### src/rtl/tile_blit_engine.sv
// tile_blit_engine: queued sprite-tile copier. CPU commands arrive over an
// Avalon-MM slave into a FIFO; a streaming engine copies one TILE x TILE sprite
// from ROM into the framebuffer at one pixel per clock, with an optional
// transparent colour key. Completion is reported by a counter, an interrupt and
// a sticky bounds-error flag.
//
// Handshake: a CMD write (slave_write with slave_address 0) is accepted on the
// clock edge where slave_waitrequest is low; while slave_waitrequest is high
// the master holds address, data and slave_write stable.
module tile_blit_engine #(
    parameter int TILE       = 29,
    parameter int GRID_X     = 22,
    parameter int GRID_Y     = 16,
    parameter int FB_W       = 640,
    parameter int FB_H       = 480,
    parameter int PIX_W      = 8,
    parameter int NUM_TYPES  = 64,
    parameter int FIFO_DEPTH = 8
) (
    input  logic                                   clock,
    input  logic                                   resetn,
    input  logic [3:0]                             slave_address,
    input  logic                                   slave_read,
    output logic [31:0]                            slave_readdata,
    input  logic                                   slave_write,
    input  logic [31:0]                            slave_writedata,
    output logic                                   slave_waitrequest,
    output logic [$clog2(NUM_TYPES*TILE*TILE)-1:0] sprite_addr,
    input  logic [PIX_W-1:0]                       sprite_rddata,
    output logic [$clog2(FB_W*FB_H)-1:0]           fb_addr,
    output logic [PIX_W-1:0]                       fb_wrdata,
    output logic                                   fb_wren,
    output logic                                   busy,
    output logic                                   irq
);
    localparam int SA_W = $clog2(NUM_TYPES*TILE*TILE);
    localparam int FA_W = $clog2(FB_W*FB_H);
    localparam int RC_W = $clog2(TILE + 1);
    localparam int PW   = $clog2(FIFO_DEPTH);
    localparam int CW   = PW + 1;
    localparam logic [RC_W-1:0] LAST = RC_W'(TILE - 1);
    localparam logic [5:0]      GX   = 6'(GRID_X);
    localparam logic [5:0]      GY   = 6'(GRID_Y);

    typedef enum logic [1:0] {IDLE = 2'd0, RUN = 2'd1, DRAIN = 2'd2} state_t;
    state_t state_q, state_d;

    // Bus decode
    logic wr_cmd, wr_ctrl, wr_status, wr_done, flush, push, pop, cmd_bad, drain_done;
    logic fifo_empty, fifo_full, head_bad;
    logic [16:0] fifo_mem [FIFO_DEPTH];
    logic [16:0] head;
    logic [PW-1:0] wr_ptr, rd_ptr;
    logic [CW-1:0] fill;

    // Latched command and scan position
    logic [4:0] cmd_x, cmd_y;
    logic [5:0] cmd_type;
    logic cmd_key_en;
    logic [RC_W-1:0] row_q, col_q, row_d, col_d;
    logic wr_valid;

    // CPU-visible registers
    logic irq_en, err_sticky, irq_pending;
    logic [PIX_W-1:0] key;
    logic [31:0] done_cnt;

    assign wr_cmd    = slave_write && (slave_address == 4'd0);
    assign wr_ctrl   = slave_write && (slave_address == 4'd1);
    assign wr_status = slave_write && (slave_address == 4'd2);
    assign wr_done   = slave_write && (slave_address == 4'd3);
    assign flush     = wr_ctrl && slave_writedata[1];

    assign fifo_empty = (fill == '0);
    assign fifo_full  = (fill == CW'(FIFO_DEPTH));
    assign head       = fifo_mem[rd_ptr];
    assign head_bad   = ({1'b0, head[4:0]} >= GX) || ({1'b0, head[9:5]} >= GY);

    assign slave_waitrequest = wr_cmd && fifo_full;
    assign push = wr_cmd && !fifo_full && !flush;
    assign busy = (state_q != IDLE) || !fifo_empty;
    assign irq  = irq_pending && irq_en;

    // Command storage; contents need no reset, only the pointers do
    always_ff @(posedge clock) begin
        if (push) fifo_mem[wr_ptr] <= slave_writedata[16:0];
    end

    // FIFO pointers and fill level; flush drops everything still queued
    always_ff @(posedge clock or negedge resetn) begin
        if (!resetn) begin
            wr_ptr <= '0;
            rd_ptr <= '0;
            fill   <= '0;
        end else if (flush) begin
            wr_ptr <= '0;
            rd_ptr <= '0;
            fill   <= '0;
        end else begin
            if (push) wr_ptr <= wr_ptr + 1'b1;
            if (pop)  rd_ptr <= rd_ptr + 1'b1;
            fill <= fill + CW'(push) - CW'(pop);
        end
    end

    // FSM state register
    always_ff @(posedge clock or negedge resetn) begin
        if (!resetn) state_q <= IDLE;
        else         state_q <= state_d;
    end

    // FSM next state: pop in IDLE, scan in RUN, retire the final write in DRAIN
    always_comb begin
        state_d    = state_q;
        pop        = 1'b0;
        cmd_bad    = 1'b0;
        drain_done = 1'b0;
        case (state_q)
            IDLE: begin
                if (!fifo_empty && !flush) begin
                    pop = 1'b1;
                    if (head_bad) cmd_bad = 1'b1;
                    else          state_d = RUN;
                end
            end
            RUN: begin
                if (row_q == LAST && col_q == LAST) state_d = DRAIN;
            end
            DRAIN: begin
                drain_done = 1'b1;
                state_d    = IDLE;
            end
            default: state_d = IDLE;
        endcase
    end

    // Command latch, row/col scan and the one-cycle write pipeline behind the ROM
    always_ff @(posedge clock or negedge resetn) begin
        if (!resetn) begin
            cmd_x      <= '0;
            cmd_y      <= '0;
            cmd_type   <= '0;
            cmd_key_en <= 1'b0;
            row_q      <= '0;
            col_q      <= '0;
            row_d      <= '0;
            col_d      <= '0;
            wr_valid   <= 1'b0;
        end else begin
            if (pop) begin
                cmd_x      <= head[4:0];
                cmd_y      <= head[9:5];
                cmd_type   <= head[15:10];
                cmd_key_en <= head[16];
                row_q      <= '0;
                col_q      <= '0;
            end else if (state_q == RUN) begin
                if (col_q == LAST) begin
                    col_q <= '0;
                    row_q <= row_q + 1'b1;
                end else begin
                    col_q <= col_q + 1'b1;
                end
            end
            wr_valid <= (state_q == RUN);
            row_d    <= row_q;
            col_d    <= col_q;
        end
    end

    // ROM address: widen every operand before multiplying so nothing truncates
    always_comb begin
        sprite_addr = '0;
        if (state_q == RUN)
            sprite_addr = SA_W'(cmd_type) * SA_W'(TILE*TILE) + SA_W'(row_q) * SA_W'(TILE)
                        + SA_W'(col_q);
    end

    // Framebuffer write port, one stage behind the ROM; keyed pixels are skipped
    always_comb begin
        fb_addr   = '0;
        fb_wrdata = '0;
        fb_wren   = 1'b0;
        if (wr_valid) begin
            fb_addr   = (FA_W'(cmd_y) * FA_W'(TILE) + FA_W'(row_d)) * FA_W'(FB_W)
                      + FA_W'(cmd_x) * FA_W'(TILE) + FA_W'(col_d);
            fb_wrdata = sprite_rddata;
            fb_wren   = !(cmd_key_en && (sprite_rddata == key));
        end
    end

    // CPU registers; hardware set beats CPU clear, CPU clear beats increment
    always_ff @(posedge clock or negedge resetn) begin
        if (!resetn) begin
            irq_en      <= 1'b0;
            key         <= '0;
            err_sticky  <= 1'b0;
            irq_pending <= 1'b0;
            done_cnt    <= '0;
        end else begin
            if (wr_ctrl) begin
                irq_en <= slave_writedata[0];
                key    <= slave_writedata[8 +: PIX_W];
            end
            if (pop && cmd_bad)                     err_sticky <= 1'b1;
            else if (wr_status && slave_writedata[3]) err_sticky <= 1'b0;
            if (drain_done && fifo_empty)             irq_pending <= 1'b1;
            else if (wr_status && slave_writedata[4]) irq_pending <= 1'b0;
            if (wr_done)         done_cnt <= '0;
            else if (drain_done) done_cnt <= done_cnt + 32'd1;
        end
    end

    // Zero-latency register read mux
    always_comb begin
        slave_readdata = '0;
        if (slave_read) begin
            case (slave_address)
                4'd1: begin
                    slave_readdata[0]          = irq_en;
                    slave_readdata[8 +: PIX_W] = key;
                end
                4'd2: begin
                    slave_readdata[0]    = busy;
                    slave_readdata[1]    = fifo_empty;
                    slave_readdata[2]    = fifo_full;
                    slave_readdata[3]    = err_sticky;
                    slave_readdata[4]    = irq_pending;
                    slave_readdata[11:8] = 4'(fill);
                end
                4'd3:    slave_readdata = done_cnt;
                default: slave_readdata = '0;
            endcase
        end
    end
endmodule

### config.mk
export PLATFORM = sky130hd
export DESIGN_NAME = tile_blit_engine
export DESIGN_NICKNAME = d
export VERILOG_FILES = /design/src/rtl/tile_blit_engine.sv
export SDC_FILE = /design/constraint.sdc
export NUM_CORES = 1
export LEC_CHECK = 0
export BUFFER_PORTS_ARGS = -buffer_cell sky130_fd_sc_hd__buf_2
export CAP_MARGIN = 20
export CORE_ASPECT_RATIO = 1.75
export CORE_MARGIN = 8
export CORE_UTILIZATION = 42
export CTS_CLUSTER_SIZE = 30
export DETAILED_ROUTE_END_ITERATION = 8
export PLACE_DENSITY_LB_ADDON = 0.25
export SETUP_SLACK_MARGIN = 0.3
export SLEW_MARGIN = 15
export SYNTH_ARGS = -nofsm -noshare
export SYNTH_HDL_FRONTEND = slang
export SYNTH_SLANG_ARGS = --single-unit
export TNS_END_PERCENT = 10
### constraint.sdc
create_clock -name clock -period 15.85 [get_ports clock]
set_input_delay 0 -clock clock [delete_from_list [all_inputs] [get_ports clock]]
set_output_delay 0 -clock clock [all_outputs]
set_load 0.01 [all_outputs]
==> results.txt, run 1 <==
Via count -> 8894
DR DRC count -> 0
Clk_lat worst skew -> 0.50 ns
Leak -> 6.89 nW
Sequential share of the synthesized area -> 46.3%
Share of layout cells above drive strength 1 -> 17.8%
Crit path top cell by count -> fa_1
All-layer global routing usage -> 15.4%
Final hold viol count -> 0
First-pass DRT Iterations -> 4
Yosys top cell area share -> 29.5%
TritonCTS Buffers -> 22
Worst setup margin -> 9.73 ns
Critical Path Start Type -> flip-flop
HPWL Detailed -> 22300 um
RR Startpoint -> fill[2]
Unique masters post-synth -> 61
CP max stage delay -> 0.59 ns
Yosys top cell by area -> edfxtp_1
Syn_nets -> 1383
Drt wl/cell -> 17.6 um
Initial antenna violation count -> 0
Yosys reg bits -> 229
H-tree lvl count -> 1
ANT nets after route -> 0
Nets -> 1522
Critical path arrival -> 6.12 ns
Unrepaired setup endpoints after global routing -> false
Required time worst endpoint -> 15.85 ns
CP Capture Type -> output port
Critical path class -> reg -> out
Max Freq -> 0.163 GHz
CTS tree -> yes
Synth Instances -> 1152
Min Clock Period, post-route -> 6.12 ns
Pwr Density -> 222 nW/um2
Worst slew margin -> 31.2%
Delay-heaviest family, CP -> adder cells
Ys async rst share -> 40.6%
Status -> finished, final reports clean
Place WS -> 10.22 ns
CP Max Fanout -> 6
Vias in the first global route -> 9410
Largest net degree at the start of global routing -> 71
I/O Buffers -> 111
Hold endpoint -> irq_pending
Critical Path, Cell by Cell -> fa_1 > fa_1 > inv_1 > fa_1 > inv_1 > ha_1 > a21oi_2 > o21ai_1 > nor2_1 > xor2_1 > xnor2_1 > ha_1 > a21o_1 > or4_1 > o311a_2 > nor4_4 > xnor3_1 > and2_1 > buf_2
Top FF cell, synth -> edfxtp_1
Cells on worst reg2reg path -> 10
Gpl congestion -> 0.781
Fin crit share -> 38.6%
Path type of the worst min-delay path -> in -> reg
Setup Skew -> 0.00852 ns
First-pass GRT wire length -> 49100 um
R2r setup slk -> 12.83 ns
Max Cap Viol -> 0
DRT iter0 DRCs -> 371
DR vias/cell -> 5.19
Post-synth EDFFs -> 136
Fin. max-slew vios -> 0
Total grt overflow -> 0
Yosys warnings -> 0
Filler instances -> 2932
Maximum vdd drop -> 197 uV
Area grow syn2layout -> 14.9%
Critical R2R Capture -> fill[1]
Post-Syn Area per Cell -> 12.0 um2
Slowest-stage cell, CP -> dfrtp_1
Cell Area, Synth -> 13800 um2
Hold Crit Depth -> 4
Die Wd -> 153 um
Clock buffer depth -> 3
Top-Level Pins -> 127
Worst Path Buf+Inv -> 3
Total negative slack -> 0 ns
Cells resized by post-CTS repair -> 0
Min-delay src -> slave_write
CTS clock-pin slew for the worst setup and hold paths -> 0.06 ns
Post-Route WL -> 30200 um
Die Area -> 39300 um2
Root Buffer -> clkbuf_16
Die H -> 256 um
Core Box Area -> 32700 um2
Final setup viols -> 0
Slew of the pin with the lowest slew margin -> 1.03 ns
Main area contributors after synthesis -> edfxtp_1 30%, dfrtp_1 17%, ha_1 12%, fa_1 6.7%, mux4_2 5.5%
CTS Sinks -> 229
# rows -> 88
Initial core utilization -> 42.3%
Setup Fix Bufs, Post-CTS -> 0
-- Yosys cell counts, drive strengths merged, types with 4 or more instances --
library cell and number:
nand2 48, mux2i 26, nor2b 7, o31ai 4
fa 46, o21bai 5, o21ai 22, a22oi 5
a21oi 59, nand3 20, and3 8, clkbuf 11
and2 39, ha 137, nor3 18, nor3b 8
dfrtp 93, or3 7, xnor2 36, mux4 34
or2 4, mux2 14, inv 116, xor2 38
nor2 131, edfxtp 136, nor4 4, buf 18
a21o 10, nand2b 9, nand4 13
-- area by class of cell --
type	count	area (um2)	share of cell area [%]
Multi-Input combinational cell	778	6950	43.7
Sequential cell	229	6410	40.3
Timing Repair Buffer	144	873	5.49
Clock buffer	35	632	3.97
Tap cell	405	507	3.18
Inverter	116	435	2.74
Clock inverter	5	103	0.645
Antenna cell	1	2.50	0.0157
-- worst min-delay path: stages --
cell and delay [ns]:
buf_2 0.10, and3_1 0.18, nand2_1 0.10, a22o_1 0.12
-- per-stage QoR --
step           util (%)  instances  hold slack, ns  cell area (um2)  power (mW)
2_1_floorplan         -       1152          -0.296            13800        2.36
3_3_place_gp       45.7       1651         -0.0763            14900        3.01
3_5_place_dp       45.7       1651         -0.0731            14900        3.04
4_1_cts            48.6       1711          0.0242            15900        3.59
5_1_grt            48.6       1712          0.0383            15900        3.88
6_report           48.7       1713          0.0321            15900        3.53
-- worst max path at each step --
stage	startpoint	to	slack, ns	cells past startpoint
final	cmd_y[2]	fb_addr[18]	9.73	19
after global placement	cmd_y[2]	fb_addr[18]	10.26	19
after CTS	cmd_y[2]	fb_addr[18]	9.68	19
after floorplan	cmd_y[2]	fb_addr[18]	10.80	18
after global routing	cmd_y[2]	fb_addr[18]	9.29	20
after detailed placement	cmd_y[2]	fb_addr[18]	10.22	19
-- placed cells by master, fill, tap and decap left out, types with 4 or more instances in the layout --
master / n
a21oi_1: 58
and3_1: 8
nand2_1: 48
ha_1: 137
clkbuf_1: 9
edfxtp_1: 136
nand3_1: 20
nor3_1: 15
inv_1: 116
mux4_2: 34
dlygate4sd3_1: 19
nor3b_4: 4
and2_1: 39
nor2b_1: 7
buf_2: 110
nor2_1: 129
nand2b_1: 9
or3_1: 7
mux2i_1: 26
nand4_1: 12
fa_1: 46
or2_2: 4
o21ai_0: 19
xnor2_1: 36
dfrtp_1: 92
buf_4: 13
o21bai_1: 5
a21o_1: 9
xor2_1: 37
mux2_2: 14
clkbuf_16: 23
a22oi_1: 5
-- state kept, by name, summed over array words and instances (netlist names), 4 cells and up --
register,cells
row_d,5
cmd_type,6
cmd_y,5
done_cnt,32
cmd_x,5
key,8
row_q,5
col_q,5
fill,4
fifo_mem,136
col_d,5
-- logic make-up after synthesis --
family                   count (synthesis)  share of synthesized area [%]
multiplexers                            74                           8.55
flip-flops                             229                           46.3
buffers and inverters                  145                           4.06
AND/OR/NAND/NOR                        319                           11.3
XOR/XNOR                                75                           4.90
AO/OA/AOI/OAI                          127                           5.86
adder cells (fa/ha/maj)                183                           19.0
-- routing by layer --
layer / vias to the layer above / global-route usage (%) / wire (um)
met2: 124 / 30.7 / 17300
met4: 0 / 3.92 / 486
met1: 4436 / 16.7 / 11500
met3: 28 / 1.72 / 957
li1: 4306 / - / -
met5: - / 0 / 0
-- what timing repair did --
item | in CTS | in global routing
hold buffers | 20 | 0
setup endpoints to repair | 0 | 0
endpoints found under the hold margin | 170 | 0
-- power breakdown --
part,switching [mW],internal [mW]
Sequential,0.0656,0.681
Clock,0.212,0.323
Combinational,1.26,0.987
Note: power is estimated with default switching activity, not from simulation.
==> inputs of run 2 (changes only) <==
Settings changed: ABC_AREA set to 1.
Clock period 15.85 ns to 5 ns, I/O delays scaled along.
==> results.txt, run 2 <==
ANT nets after route -> 0
Critical path arrival -> 4.92 ns
Core Box Area -> 34200 um2
Drt wl/cell -> 16.6 um
Worst slew margin -> 24.3%
Syn_nets -> 1800
Fin util -> 49.9%
CTS Sinks -> 229
Synth Instances -> 1569
Cell Area, Synth -> 14500 um2
CTS clock-pin slew for the worst setup and hold paths -> 0.07 ns
Min Clock Period, post-route -> 4.92 ns
Crit path top cell by count -> nand2_1
Grt peak-use layer -> met2
R2r setup slk -> 2.03 ns
Largest net degree at the start of global routing -> 70
Post-synth EDFFs -> 136
RR Startpoint -> fill[2]
Total grt overflow -> 0
DR DRC count -> 0
Area grow syn2layout -> 17.9%
Met2 Use GR -> 35.9%
CP max stage delay -> 0.51 ns
Met1 Use GR -> 18.3%
Die Area -> 40900 um2
Sequential share of the synthesized area -> 44.3%
# rows -> 90
Slowest-stage cell, CP -> fa_1
Initial antenna violation count -> 0
All-layer global routing usage -> 18.0%
Max Freq -> 0.203 GHz
CP Capture Type -> output port
Yosys top cell area share -> 28.2%
Slew of the pin with the lowest slew margin -> 1.13 ns
Die Wd -> 156 um
Most flops, register -> fifo_mem
Top cells by count, synth -> 246 x nand2_1, 233 x inv_1, 181 x nor2_1
Clk_lat worst skew -> 0.50 ns
First-pass GRT wire length -> 58600 um
H-tree lvl count -> 1
Initial core utilization -> 42.3%
Yosys warnings -> 0
Post-Route WL -> 36500 um
Min-delay src -> slave_address[3]
Cells on worst reg2reg path -> 13
Yosys top cell by area -> edfxtp_1
I/O Buffers -> 111
HPWL Detailed -> 27200 um
First-pass DRT Iterations -> 5
Via count -> 11.3k
Unique masters post-synth -> 52
CP Max Fanout -> 5
Critical R2R Capture -> fill[2]
Yosys reg bits -> 229
Status -> finished, final reports clean
TritonCTS Buffers -> 21
Clock buffer depth -> 3
Gpl congestion -> 0.897
Fin. max-slew vios -> 0
Top FF cell, synth -> edfxtp_1
Post-Syn Area per Cell -> 9.22 um2
Critical path class -> reg -> out
Ys async rst share -> 40.6%
Most frequent cells in the layout -> 235 x nand2_1, 225 x inv_1, 175 x nor2_1, 136 x edfxtp_1, 127 x ha_1
Share of layout cells above drive strength 1 -> 17.3%
Commonest non-fill, non-tap cell in the layout -> nand2_1
Hold Crit Depth -> 6
Hold endpoint -> wr_ptr[2]
Top-Level Pins -> 127
Die H -> 262 um
Final hold viol count -> 0
Nets -> 1952
Critical Path Start Type -> flip-flop
Setup Skew -> 0.00939 ns
Vias in the first global route -> 11.7k
Critical path launch point -> cmd_y[0]
Count leader, synth -> nand2_1
Largest regs -> fifo_mem: 136 flops, done_cnt: 32 flops, key: 8 flops
Ant diodes -> 0
DR vias/cell -> 5.14
Required time worst endpoint -> 5.00 ns
Final setup viols -> 0
Root Buffer -> clkbuf_16
Unrepaired setup endpoints after global routing -> true
Path type of the worst min-delay path -> in -> reg
Main area contributors after synthesis -> edfxtp_1 28%, dfrtp_1 16%, ha_1 12%, nand2_1 6.4%, fa_1 6.4%
DRT iter0 DRCs -> 525
Max FFs per register -> 136
Max Cap Viol -> 0
Grt met3 use -> 2.08%
CTS tree -> yes
Fin crit share -> 98.5%
## run 2: cell types whose count changed after synthesis, moves of 28 or more
cell     change
nand2_1    +198
inv_1      +117
o21ai_0    +107
nor2_1      +51
and2_1      -39
nand3_1     +38
mux4_2      -34
o22ai_1     +30
xnor2_1     -28
## run 2: logic make-up after synthesis
group                      after synthesis  synth area share, %
buffers and inverters                  282                 7.51
and+or+nand+nor                        569                 17.6
DFF                                    229                 44.3
xor gates and xnor gates                29                 1.76
adders and majority gates              183                 18.2
AOI/OAI and AO/OA                      277                 10.7
## run 2: layout make-up
class	count	area, um2
clock buffers	27	603
clock inverters	10	130
fillers	3210	17200
inverters	242	911
multi-input cells	1058	7340
flip-flops and latches	229	6410
well taps	460	576
repair buffers	169	1090
## run 2: worst max-delay path, delay by kind of cell, from the launching register on
family / cells / cell delay, ns
compound gates: 1 / 0.13
xor+xnor: 1 / 0.15
fa+ha+maj: 6 / 2.32
buf+inv: 6 / 0.52
flops: 1 / 0.40
simple gates: 12 / 0.89
## run 2: worst max-delay path by stage
stage	to	cells after the start	slack, ns
6_report	fb_addr[18]	26	0.08
2_1_floorplan	fb_addr[17]	23	0.49
3_3_place_gp	fb_addr[18]	26	0.22
5_1_grt	fb_addr[17]	26	-0.19
3_5_place_dp	fb_addr[18]	22	0.19
4_1_cts	fb_addr[17]	26	0.001
## run 2: timing repair
item	in CTS	in global routing
hold buffers	25	0
gates resized for setup	29	51
pin swaps	24	39
setup endpoints to repair	16	16
setup buffers	10	3
hold endpoints to repair	192	0
## run 2: metal layers
metal  up-vias  part of all wire [%]
met5         -                     0
met1      5441                    37
met3        70                   4.0
li1       5516                     -
met2       266                    55
met4         0                   3.4
## run 2: metrics by stage
step | setup TNS, ns | instance area, um2 | std cells | hold slack (ns) | setup WS, ns
2_1_floorplan | 0 | 14500 | 1569 | -0.296 | 0.491
3_3_place_gp | 0 | 15600 | 2118 | 0.0465 | 0.223
3_5_place_dp | 0 | 15600 | 2118 | 0.0498 | 0.193
4_1_cts | 0 | 16800 | 2190 | 0.00421 | 0.000989
5_1_grt | -0.789 | 17100 | 2195 | 0.0479 | -0.194
6_report | 0 | 17100 | 2195 | 0.0189 | 0.0758
Power of run 2 is left out: the tool's default activity adds up to more than one toggle a clock period on the data nets, which glitch-free logic cannot reach.
==> inputs of run 3 (changes only) <==
Settings changed: CORE_UTILIZATION 42 to 30, PLACE_DENSITY_LB_ADDON 0.25 to not set, REMOVE_ABC_BUFFERS set to 1.
==> results.txt, run 3 (synthesized netlist as in run 2, its figures left out) <==
Total grt overflow -> 0
Via count -> 11.4k
Unrepaired setup endpoints after global routing -> true
Max Freq -> 0.197 GHz
Top-Level Pins -> 127
First-pass DRT Iterations -> 4
Clock buffer depth -> 3
Met2 WL -> 20800 um
Die Area -> 55800 um2
Met1 wire length -> 14400 um
First-pass GRT wire length -> 61800 um
CP Max Fanout -> 4
Hold endpoint -> wr_ptr[2]
DR DRC count -> 0
Min Clock Period, post-route -> 5.08 ns
Die Wd -> 182 um
Cells on worst reg2reg path -> 13
CP max stage delay -> 0.52 ns
Final setup viols -> 3
Most flops, register -> fifo_mem
Status -> complete, but fails checks
RR Startpoint -> fill[2]
H-tree lvl count -> 1
I/O Buffers -> 111
Area grow syn2layout -> 19.5%
Critical R2R Capture -> fill[2]
Max Cap Viol -> 0
TritonCTS Buffers -> 23
Die H -> 307 um
Fin crit share -> 102%
CTS Sinks -> 229
Crit path top cell by count -> nand2_1
Critical path arrival -> 5.08 ns
DR top layer -> met4
Design Area, Final -> 17300 um2
Most frequent cells in the layout -> 236 x nand2_1, 223 x inv_1, 175 x nor2_1, 136 x edfxtp_1, 124 x ha_1
Root Buffer -> clkbuf_16
Post-Place Cell Area -> 15800 um2
Largest regs -> fifo_mem: 136 flops, done_cnt: 32 flops, key: 8 flops
Hold Crit Depth -> 6
ANT nets after route -> 0
Min-delay src -> slave_address[3]
Worst slew margin -> 28.0%
Max FFs per register -> 136
Fin. max-slew vios -> 0
Total negative slack -> -0.126 ns
Critical Path Start Type -> flip-flop
Clk_lat worst skew -> 0.53 ns
Initial antenna violation count -> 1
DR WL met3 -> 1610 um
Nets -> 1951
CTS tree -> yes
DRT iter0 DRCs -> 457
CP Capture Type -> output port
Core Box Area -> 47700 um2
CTS clock-pin slew for the worst setup and hold paths -> 0.07 ns
Path type of the worst min-delay path -> in -> reg
Final hold viol count -> 0
Initial core utilization -> 30.3%
R2r setup slk -> 1.94 ns
Gpl congestion -> 0.901
Drt wl/cell -> 16.3 um
Slew of the pin with the lowest slew margin -> 1.08 ns
Vias in the first global route -> 12.1k
Slowest-stage cell, CP -> fa_1
Required time worst endpoint -> 5.00 ns
# rows -> 106
Fin util -> 36.2%
All-layer global routing usage -> 13.7%
Commonest non-fill, non-tap cell in the layout -> nand2_1
Post-Route WL -> 38100 um
Failing checks -> negative setup slack
HPWL Detailed -> 27900 um
Worst setup margin -> -0.0782 ns
Critical path class -> reg -> out
Setup Skew -> 0.0289 ns
DR vias/cell -> 4.90
Largest net degree at the start of global routing -> 70
Share of layout cells above drive strength 1 -> 17.6%
## run 3: routing by layer
| metal | global-route usage [%] | vias up |
|---|---|---|
| met5 | 0 | - |
| met4 | 5.34 | 0 |
| met3 | 1.82 | 76 |
| met2 | 26.7 | 261 |
| met1 | 14.4 | 5556 |
| li1 | - | 5527 |
## run 3: final cells by class
cell class              instances  area, um2
diodes                          1       2.50
clock buffers                  29        618
clock inverters                12        126
fillers                      4808      30500
inverters                     242        913
multi-input cells            1058       7400
flip-flops and latches        229       6420
well taps                     594        743
repair buffers                166       1060
## run 3: metrics by stage
stage	setup slack [ns]	instances	hold WS, ns
global route	-0.383	2331	0.0707
global placement	0.213	2253	0.0843
finish	-0.0782	2331	0.0296
CTS	-0.0594	2324	0.0193
floorplan	0.491	1529	-0.296
detailed placement	0.204	2254	0.0907
## run 3: critical path, delay by kind of cell, from the launching register on
family                     cells  cell delay [ns]
DFF                            1             0.40
xor gates and xnor gates       2             0.30
buffers and inverters          4             0.39
AOI/OAI and AO/OA              2             0.25
and+or+nand+nor               12             1.05
adders and majority gates      5             2.17
## run 3: worst max-delay path by stage
stage	end	slack, ns	cells past startpoint	startpoint
final	fb_addr[18]	-0.08	25	cmd_y[0]
after global routing	fb_addr[18]	-0.38	25	cmd_y[0]
after CTS	fb_addr[18]	-0.06	27	cmd_y[2]
after detailed placement	fb_addr[18]	0.20	24	cmd_y[0]
after global placement	fb_addr[18]	0.21	26	cmd_y[0]
after floorplan	fb_addr[17]	0.49	23	cmd_y[2]
## run 3: repair_timing
action	CTS	global route
setup endpoints to repair	16	16
pin swaps	31	48
endpoints found under the hold margin	204	0
hold buffers	22	0
gates resized for setup	45	46
buffers inserted	7	5
Power of run 3 is left out for the same reason.
